==> config.mk <==
export PLATFORM = sky130hd
export DESIGN_NAME = seqdect_ctrl
export DESIGN_NICKNAME = d
export VERILOG_FILES = /design/src/rtl/seqdect_pkg.sv /design/src/rtl/bit_pattern_match.sv /design/src/rtl/seqdect_ctrl.sv
export SDC_FILE = /design/constraint.sdc
export NUM_CORES = 1
export LEC_CHECK = 0
export ABC_AREA = 1
export CORE_ASPECT_RATIO = 1.1
export CORE_MARGIN = 5
export CORE_UTILIZATION = 50
export CTS_BUF_LIST = sky130_fd_sc_hd__clkbuf_2
export DETAILED_ROUTE_END_ITERATION = 8
export PLACE_DENSITY = 0.77
export SLEW_MARGIN = 20
export SYNTH_ARGS = -nofsm -noshare
export SYNTH_HDL_FRONTEND = slang
export SYNTH_SLANG_ARGS = --single-unit
==> constraint.sdc <==
create_clock -name clk -period 2 [get_ports clk]
set_input_delay 0.3 -clock clk [delete_from_list [all_inputs] [get_ports clk]]
set_output_delay 0.3 -clock clk [all_outputs]
set_load 0.01 [all_outputs]
==> src/rtl/seqdect_pkg.sv <==
// Shared types and constants for the serial pattern-detect frame controller.
package seqdect_pkg;

  typedef enum logic [1:0] {
    StIdle  = 2'd0,
    StLoad  = 2'd1,
    StShift = 2'd2,
    StDone  = 2'd3
  } state_e;

  localparam int unsigned ByteW          = 8;
  localparam logic [5:0]  DefaultPattern = 6'b101010;

endpackage

==> src/rtl/bit_pattern_match.sv <==
// Overlapping serial pattern matcher; match pulses the cycle after the completing bit.
module bit_pattern_match #(
  parameter int unsigned PAT_W = 6
) (
  input  logic             clk,
  input  logic             rst,
  input  logic             clr,
  input  logic             bit_valid,
  input  logic             bit_in,
  input  logic [PAT_W-1:0] pattern,
  output logic             match
);

  localparam int unsigned FillW = $clog2(PAT_W + 1);

  logic [PAT_W-2:0] hist_q;
  logic [FillW-1:0] fill_q;
  logic             match_q;
  logic [PAT_W-1:0] window;
  logic             primed;

  assign window = {hist_q, bit_in};
  // The incoming bit itself completes the PAT_W-bit window once PAT_W-1 bits are held.
  assign primed = (fill_q >= FillW'(PAT_W - 1));

  always_ff @(posedge clk) begin
    if (rst || clr) begin
      hist_q  <= '0;
      fill_q  <= '0;
      match_q <= 1'b0;
    end else begin
      match_q <= 1'b0;
      if (bit_valid) begin
        hist_q  <= window[PAT_W-2:0];
        match_q <= primed && (window == pattern);
        if (fill_q != FillW'(PAT_W)) begin
          fill_q <= fill_q + 1'b1;
        end
      end
    end
  end

  assign match = match_q;

endmodule

==> src/rtl/seqdect_ctrl.sv <==
// Frame controller: accepts bytes, serializes MSB-first into the matcher, counts matches.
module seqdect_ctrl #(
  parameter int unsigned PAT_W = 6,
  parameter int unsigned CNT_W = 8,
  parameter int unsigned LEN_W = 12
) (
  input  logic             clk,
  input  logic             rst,
  input  logic [PAT_W-1:0] cfg_pattern,
  input  logic             start,
  input  logic [LEN_W-1:0] frame_len,
  input  logic             in_valid,
  input  logic [7:0]       in_data,
  output logic             in_ready,
  output logic             busy,
  output logic             hit,
  output logic             done,
  output logic [CNT_W-1:0] match_cnt,
  output logic             overflow
);

  import seqdect_pkg::*;

  localparam logic [CNT_W-1:0] CntMax = '1;

  state_e           state_q, state_d;
  logic [PAT_W-1:0] pat_q, pat_d;
  logic [LEN_W-1:0] len_q, len_d;
  logic [ByteW-1:0] byte_q, byte_d;
  logic [2:0]       bit_idx_q, bit_idx_d;
  logic [LEN_W-1:0] bits_done_q, bits_done_d;
  logic [LEN_W-1:0] bits_done_inc;
  logic [CNT_W-1:0] cnt_q, cnt_d;
  logic             ovf_q, ovf_d;
  logic             clr;
  logic             bit_valid;

  assign bits_done_inc = bits_done_q + 1'b1;

  always_comb begin
    state_d     = state_q;
    pat_d       = pat_q;
    len_d       = len_q;
    byte_d      = byte_q;
    bit_idx_d   = bit_idx_q;
    bits_done_d = bits_done_q;
    in_ready    = 1'b0;
    busy        = 1'b0;
    done        = 1'b0;
    clr         = 1'b0;
    bit_valid   = 1'b0;
    unique case (state_q)
      StIdle: begin
        if (start) begin
          pat_d       = cfg_pattern;
          len_d       = frame_len;
          bits_done_d = '0;
          clr         = 1'b1;
          state_d     = (frame_len == '0) ? StDone : StLoad;
        end
      end
      StLoad: begin
        in_ready = 1'b1;
        busy     = 1'b1;
        if (in_valid) begin
          byte_d    = in_data;
          bit_idx_d = '0;
          state_d   = StShift;
        end
      end
      StShift: begin
        busy        = 1'b1;
        bit_valid   = 1'b1;
        byte_d      = {byte_q[ByteW-2:0], 1'b0};
        bit_idx_d   = bit_idx_q + 1'b1;
        bits_done_d = bits_done_inc;
        // Frame end wins over byte end; leftover bits of a partial byte are dropped.
        if (bits_done_inc == len_q) begin
          state_d = StDone;
        end else if (bit_idx_q == 3'd7) begin
          state_d = StLoad;
        end
      end
      StDone: begin
        done    = 1'b1;
        state_d = StIdle;
      end
      default: state_d = StIdle;
    endcase
  end

  bit_pattern_match #(
    .PAT_W(PAT_W)
  ) u_match (
    .clk      (clk),
    .rst      (rst),
    .clr      (clr),
    .bit_valid(bit_valid),
    .bit_in   (byte_q[ByteW-1]),
    .pattern  (pat_q),
    .match    (hit)
  );

  always_comb begin
    cnt_d = cnt_q;
    ovf_d = ovf_q;
    if (clr) begin
      cnt_d = '0;
      ovf_d = 1'b0;
    end else if (hit) begin
      if (cnt_q == CntMax) begin
        ovf_d = 1'b1;
      end else begin
        cnt_d = cnt_q + 1'b1;
      end
    end
  end

  // Fold the pending hit in so the count is visible in the same cycle as the pulse.
  assign match_cnt = (hit && (cnt_q != CntMax)) ? cnt_q + 1'b1 : cnt_q;
  assign overflow  = ovf_q | (hit && (cnt_q == CntMax));

  always_ff @(posedge clk) begin
    if (rst) begin
      state_q     <= StIdle;
      pat_q       <= PAT_W'(DefaultPattern);
      len_q       <= '0;
      byte_q      <= '0;
      bit_idx_q   <= '0;
      bits_done_q <= '0;
      cnt_q       <= '0;
      ovf_q       <= 1'b0;
    end else begin
      state_q     <= state_d;
      pat_q       <= pat_d;
      len_q       <= len_d;
      byte_q      <= byte_d;
      bit_idx_q   <= bit_idx_d;
      bits_done_q <= bits_done_d;
      cnt_q       <= cnt_d;
      ovf_q       <= ovf_d;
    end
  end

endmodule

==> results of run 1 <==
-- layout make-up --
| cell class | count | area [um^2] | share of cell area |
|---|---|---|---|
| multi-input combinational | 326 | 1798 | 0.4259 |
| clock buffer | 11 | 55.05 | 0.01304 |
| sequential | 61 | 1241 | 0.2940 |
| inverter | 55 | 206.4 | 0.04890 |
| clock inverter | 5 | 75.07 | 0.01778 |
| timing repair buffer | 89 | 745.7 | 0.1766 |
| tap | 80 | 100.1 | 0.02371 |
-- layout by cell type, fill, tap and decap left out, drive strengths merged, types with 11 or more instances in the layout --
cell type,instances
dfxtp,61
nor2,43
o21ai,26
a21oi,37
nand2,122
clkdlybuf4s50,30
clkbuf,11
inv,54
nand3,38
ha,12
buf,56
-- metal layers --
| metal | global-route usage | routed length, um | vias up |
|---|---|---|---|
| met1 | 0.2431 | 3438 | 1541 |
| met2 | 0.3657 | 4301 | 70 |
| li1 | - | - | 1658 |
| met4 | 0.1055 | 245 | 0 |
| met3 | 0.03436 | 409 | 21 |
| met5 | 0 | 0 | - |
-- stage by stage --
stage                     cell area [um^2]  instances  power [W]  hold slack, ns
after floorplan                       3176        457   0.002474          0.4118
after global placement                3814        589   0.002861          0.4461
after detailed placement              3814        589   0.002898          0.4517
after CTS                             4099        624   0.003763          0.3162
after global routing                  4222        627   0.004056          0.3512
final                                 4222        627   0.003761          0.3442
-- cell families (layout without fill, tap and decap cells) --
family,count (synthesis),after routing,synth area share
simple gates,225,225,0.3191
buf+inv,70,160,0.08708
xor+xnor,10,10,0.02758
fa+ha+maj,12,12,0.04728
flops,61,61,0.3846
compound gates,79,79,0.1344
-- tightest hold or removal path, stage by stage --
cell             delay (ns)
clkdlybuf4s50_1        0.39
nand2_1                0.06
nand3_1                0.05
-- power breakdown --
| part | internal [W] | switching [W] | leakage (nW) |
|---|---|---|---|
| Combinational | 0.000503 | 0.000798 | 1.27 |
| Sequential | 0.00145 | 0.000140 | 0.503 |
| Clock | 0.000419 | 0.000454 | 0.0857 |
-- state kept, by name, indices dropped and copies added (netlist names) --
signal          cells
ovf_q               1
state_q             2
cnt_q               8
byte_q              8
u_match.hist_q      5
len_q              12
u_match.fill_q      3
bits_done_q        12
u_match.match       1
bit_idx_q           3
pat_q               6
-- repair_timing --
item,4_1_cts,5_1_grt
gates resized for setup,59,29
pin swaps,10,4
endpoints found under the hold margin,0,0
buffers inserted,20,4
hold buffers,0,0
setup endpoints to repair,11,14
-- how the worst max path moves through the flow --
stage,startpoint,to,slack [ns],depth (start not counted)
after floorplan,cnt_q[0]$_SDFFE_PP0P_,match_cnt[1],0.20,9
after global placement,cnt_q[0]$_SDFFE_PP0P_,match_cnt[1],-0.16,10
after detailed placement,cnt_q[0]$_SDFFE_PP0P_,match_cnt[1],-0.27,10
after CTS,cnt_q[1]$_SDFFE_PP0P_,match_cnt[5],-0.28,10
after global routing,cnt_q[1]$_SDFFE_PP0P_,match_cnt[1],-0.36,10
final,cnt_q[1]$_SDFFE_PP0P_,match_cnt[5],-0.24,10
==> flow_summary.json, run 1 <==
{
  "max_freq_mhz": 447.3,
  "cts_max_level": 3,
  "wirelength_um": 8395,
  "n_antenna_cell": 0,
  "drcViolationCount": 0,
  "grt_pass1_vias": 3058,
  "cp-start-kind": "flop",
  "vias": 3290,
  "grt_usage": 0.2090,
  "dp_slack_ns": -0.2704,
  "hp-start": "cfg_pattern[5]",
  "finalSetupViolations": 8,
  "clk_pin_slew_ns": 0.19,
  "rsz0062_at_grt": "true",
  "ys_top_cells_by_area": "dfxtp_1 (38%), nand2_1 (14%), inv_1 (6.1%), a21oi_1 (5.8%), nand3_1 (5.8%)",
  "cpMostUsedCell": "nor3_4",
  "reg2reg_depth": 14,
  "drive_gt1_frac": 0.2249,
  "path_cells": "ha_4 -> inv_2 -> nor3_4 -> nand3_2 -> nand2_4 -> buf_6 -> nor3_4 -> nand2_1 -> xor2_1 -> buf_2",
  "syn_nets": 499,
  "leakagePower_nw": 1.856,
  "nFillCells": 485,
  "drtIter0Drc": 166,
  "rrSetupSlack_ns": 0.02,
  "synth_area_um2": 3176,
  "synth_commonest_cells": "nand2_1 (118), dfxtp_1 (61), inv_1 (52)",
  "die_h_um": 93.58,
  "path_delay_family": "simple AND/OR/NAND/NOR gates",
  "start_util": 0.5127,
  "post-synth-top-count-cell": "nand2_1",
  "ys_ff_latch": 61,
  "r2r_start": "cnt_q[1]$_SDFFE_PP0P_",
  "r2r_end": "cnt_q[1]$_SDFFE_PP0P_",
  "rows": 30,
  "wl_per_cell_um": 13.39,
  "drv_cap": 0,
  "yosysSeqAreaShare": 0.3846,
  "min_period_ns": 2.236,
  "post-route-util": 0.6816,
  "worst_setup_path_end_kind": "output port",
  "synth_edf_count": 0,
  "vias_per_cell": 5.247,
  "finalWorstSetupSlack_ns": -0.2356,
  "cp_slowest_cell": "dfxtp_2",
  "worstHoldEndpoint": "pat_q[5]$_SDFFE_PP1P_",
  "clockBufferDepth": 2,
  "drv_slew": 0,
  "powerDensity_nw_per_um2": 890.9,
  "drt_pass1_iterations": 4,
  "required_ns": 1.70,
  "insertion_delay_ns": 0.48,
  "synthArstFlopShare": 0,
  "synth_cell_type_count": 34,
  "yosysTopAreaCell": "dfxtp_1",
  "fin_crit_sh": 1.118,
  "crit_buf_inv": 3,
  "cts_tree": "done",
  "hpwl_um": 5510,
  "peakVddDrop_mv": 0.7480,
  "tightest_slew_ns": 0.5536,
  "clock_skew_ns": 0.02399,
  "avgSynthCellArea_um2": 6.949,
  "whs_path_depth": 3,
  "path_max_fanout": 4,
  "cts_buffers": 9,
  "outcome": "finished with violations",
  "ant_nets": 0,
  "clockRootBuffer": "clkbuf_2",
  "antenna_found_initial": 0,
  "die_w_um": 85.99,
  "grt_pass1_wl_um": 13410,
  "crit_arrival_ns": 1.94,
  "synth_top_cell_area_share": 0.3846,
  "setup_tns_ns": -1.493,
  "die_area_um2": 8046,
  "grt_max_degree": 23,
  "synthToLayoutAreaGrowth_pct": 32.94,
  "hp-class": "primary input to flop",
  "coreArea_um2": 6193,
  "synthFlopType": "dfxtp_1",
  "netlist_instances": 457,
  "portBuffers": 42,
  "path_class": "flop to output port",
  "clkSinkCount": 61,
  "violations": "negative setup slack",
  "yosysWarnings": 0,
  "boundaryPins": 43,
  "final-hold-violation-count": 0,
  "max_slew_margin": 0.6305,
  "overflow": 0,
  "slowest_delay_ns": 0.39,
  "nets": 584,
  "place.gp.congestion": 0.8779
}
Note: power is estimated with default switching activity, not from simulation.
==> inputs of run 2 (changes only) <==
--- a/config.mk
+++ b/config.mk
@@ -5,14 +5,13 @@
 export SDC_FILE = /design/constraint.sdc
 export NUM_CORES = 1
 export LEC_CHECK = 0
-export ABC_AREA = 1
 export CORE_ASPECT_RATIO = 1.1
 export CORE_MARGIN = 5
 export CORE_UTILIZATION = 50
 export CTS_BUF_LIST = sky130_fd_sc_hd__clkbuf_2
 export DETAILED_ROUTE_END_ITERATION = 8
 export PLACE_DENSITY = 0.77
-export SLEW_MARGIN = 20
+export SLEW_MARGIN = 15
 export SYNTH_ARGS = -nofsm -noshare
 export SYNTH_HDL_FRONTEND = slang
 export SYNTH_SLANG_ARGS = --single-unit
==> run 2 against run 1 <==
  * Via count decreased by 13%
  * The run still ends with negative setup slack left
  * Sequential share of layout area increased by 0.73 points
  * Clock skew grew 0.0058 ns
  * Largest power group unchanged
  * Combinational power rose by 16%
==> flow_summary.json, run 2 <==
{
  "antenna_found_initial": 0,
  "grt_usage": 0.1982,
  "drive_gt1_frac": 0.2410,
  "cts_tree": "done",
  "drv_cap": 0,
  "layout_common_cells": "nand2_1 (56), dfxtp_1 (48), nor2_1 (36)",
  "die_w_um": 85.60,
  "syn_nets": 411,
  "min_period_ns": 2.192,
  "power.switching_w": 0.001461,
  "crit_arrival_ns": 1.89,
  "path_class": "flop to output port",
  "final_common_cell": "nand2_1",
  "top_regs": "bits_done_q (12), len_q (12)",
  "ys_top_cells_by_area": "dfxtp_1 (39%), nand2_1 (6.8%), ha_1 (4.8%), nor2_1 (4.7%), mux2i_1 (4.5%)",
  "cts_hold_buf": 0,
  "required_ns": 1.70,
  "cts_max_level": 3,
  "clkPwrFrac": 0.194,
  "synthFlopType": "dfxtp_1",
  "die_area_um2": 7974,
  "coreArea_um2": 6156,
  "vias_per_cell": 5.475,
  "drt_pass1_iterations": 4,
  "power_frac_seq": 0.409,
  "rows": 30,
  "worst_setup_path_end_kind": "output port",
  "worstSetupStartpoint": "cnt_q[2]$_SDFFE_PP0P_",
  "ant_nets": 0,
  "cp-start-kind": "flop",
  "path_max_fanout": 3,
  "place.gp.congestion": 0.8218,
  "wl_per_cell_um": 14.74,
  "synthArstFlopShare": 0,
  "nets": 482,
  "final_cells": 524,
  "n_antenna_cell": 0,
  "swShare": 0.3841,
  "tightest_slew_ns": 0.5169,
  "synth_top_cell_area_share": 0.3885,
  "outcome": "finished with violations",
  "clk_pin_slew_ns": 0.19,
  "totalPowerFinal_w": 0.003805,
  "synth_area_um2": 3143,
  "post-synth-top-count-cell": "dfxtp_1",
  "grt_pass1_wl_um": 12640,
  "clkSinkCount": 61,
  "avgSynthCellArea_um2": 8.518,
  "netlist_instances": 369,
  "clockBufferDepth": 2,
  "overflow": 0,
  "combPwrFrac": 0.397,
  "drcViolationCount": 0,
  "rsz0062_at_grt": "true",
  "finalWorstSetupSlack_ns": -0.1919,
  "cts_buffers": 9,
  "yosysWarnings": 0,
  "yosysTopAreaCell": "dfxtp_1",
  "final-hold-violation-count": 0,
  "drtIter0Drc": 209,
  "grt_max_degree": 44,
  "synth_cell_type_count": 48,
  "vias": 2869,
  "drv_slew": 0,
  "hp-start": "cfg_pattern[2]",
  "yosysSeqAreaShare": 0.3885,
  "hp-class": "primary input to flop",
  "synth_edf_count": 0,
  "clock_skew_ns": 0.02975,
  "synth_commonest_cells": "dfxtp_1 (61), nand2_1 (57), nor2_1 (39)",
  "ys_ff_latch": 61,
  "start_util": 0.5106,
  "r2r_start": "bits_done_q[0]$_SDFFE_PP0P_",
  "violations": "negative setup slack",
  "finalSetupViolations": 9,
  "peakVddDrop_mv": 0.8279,
  "wirelength_um": 7723,
  "portBuffers": 42,
  "max_freq_mhz": 456.2,
  "grt_pass1_vias": 2733,
  "placed_cells": 507,
  "hpwl_um": 5271,
  "fin_crit_sh": 1.096,
  "die_h_um": 93.16,
  "insertion_delay_ns": 0.50,
  "synthToLayoutAreaGrowth_pct": 30.93,
  "leakagePower_nw": 1.667,
  "max_slew_margin": 0.6554,
  "p_int_w": 0.002343,
  "powerDensity_nw_per_um2": 924.6,
  "boundaryPins": 43,
  "clockRootBuffer": "clkbuf_2"
}
==> run 2: cell count changes after synthesis, sizes merged, moves of 5 or more <==
cell    delta
inv       -48
a22oi      +9
buf        +7
xnor2     +14
nor2b      +9
o21ai     -18
xor2       +5
nand3     -28
and4       +5
mux2i     +14
a21oi     -15
a211oi     +7
nand2     -65
==> run 2: logic make-up after synthesis <==
| family | after synthesis | synth area share |
|---|---|---|
| and+or+nand+nor | 156 | 0.2468 |
| AOI/OAI and AO/OA | 68 | 0.1413 |
| DFF | 61 | 0.3885 |
| xor gates and xnor gates | 29 | 0.08081 |
| buffers and inverters | 26 | 0.03941 |
| muxes | 17 | 0.05533 |
| adders and majority gates | 12 | 0.04777 |
==> run 2: final timing paths <==
path / end / slack (ns) / depth (start not counted)
setup / recovery: match_cnt[4] / -0.19 / 6
hold / removal: pat_q[2]$_SDFFE_PP0P_ / 0.34 / 3
setup reg to reg: state_q[0]$_SDFFE_PP0P_ / 0.05 / 8
hold reg to reg: len_q[0]$_SDFFE_PP0P_ / 0.48 / 2
==> run 2: cell type report <==
cell class | instances | area, um^2
multi-input cells | 282 | 1972
well taps | 80 | 100.1
fillers | 511 | 2041
clock inverters | 5 | 52.55
flip-flops and latches | 61 | 1240
clock buffers | 10 | 50.05
repair buffers | 80 | 678.2
inverters | 6 | 22.52
==> run 2: what timing repair did <==
item | in CTS | in global routing
setup endpoints to repair | 11 | 13
resized for setup | 58 | 33
buffers inserted | 1 | 1
pin swaps | 10 | 14
==> run 2: per-layer routing <==
metal,global-route usage,wire length (um)
met5,0,0
met2,0.3277,3935
met4,0.08575,159
met1,0.2431,3341
met3,0.04934,287
==> run 2: power groups by stage <==
stage               clock network, W  registers [W]  logic, W
finish                      0.000738        0.00156   0.00151
global route                0.000814        0.00158   0.00168
CTS                         0.000753        0.00155   0.00145
detailed placement                 0        0.00157   0.00145
global placement                   0        0.00156   0.00141
floorplan                          0        0.00155  0.000973
==> run 2: through the flow <==
stage	TNS, ns	hold slack [ns]	cell area, um^2	setup WS, ns	util
after floorplan	0	0.4240	3143	0.07676	-
after global placement	-0.4146	0.4413	3832	-0.09246	0.6226
after detailed placement	-0.7324	0.4635	3832	-0.1230	0.6226
after CTS	-1.445	0.3128	3983	-0.1783	0.6470
after global routing	-2.677	0.3081	4115	-0.3304	0.6685
final	-1.415	0.3379	4115	-0.1919	0.6685
==> run 2: worst max-delay path, cell delays in order (launching register included) <==
cell and delay, ns:
dfxtp_2 0.36, and4_4 0.20, buf_4 0.15, a31oi_4 0.22
nand3_1 0.13, xnor2_1 0.18, buf_2 0.16
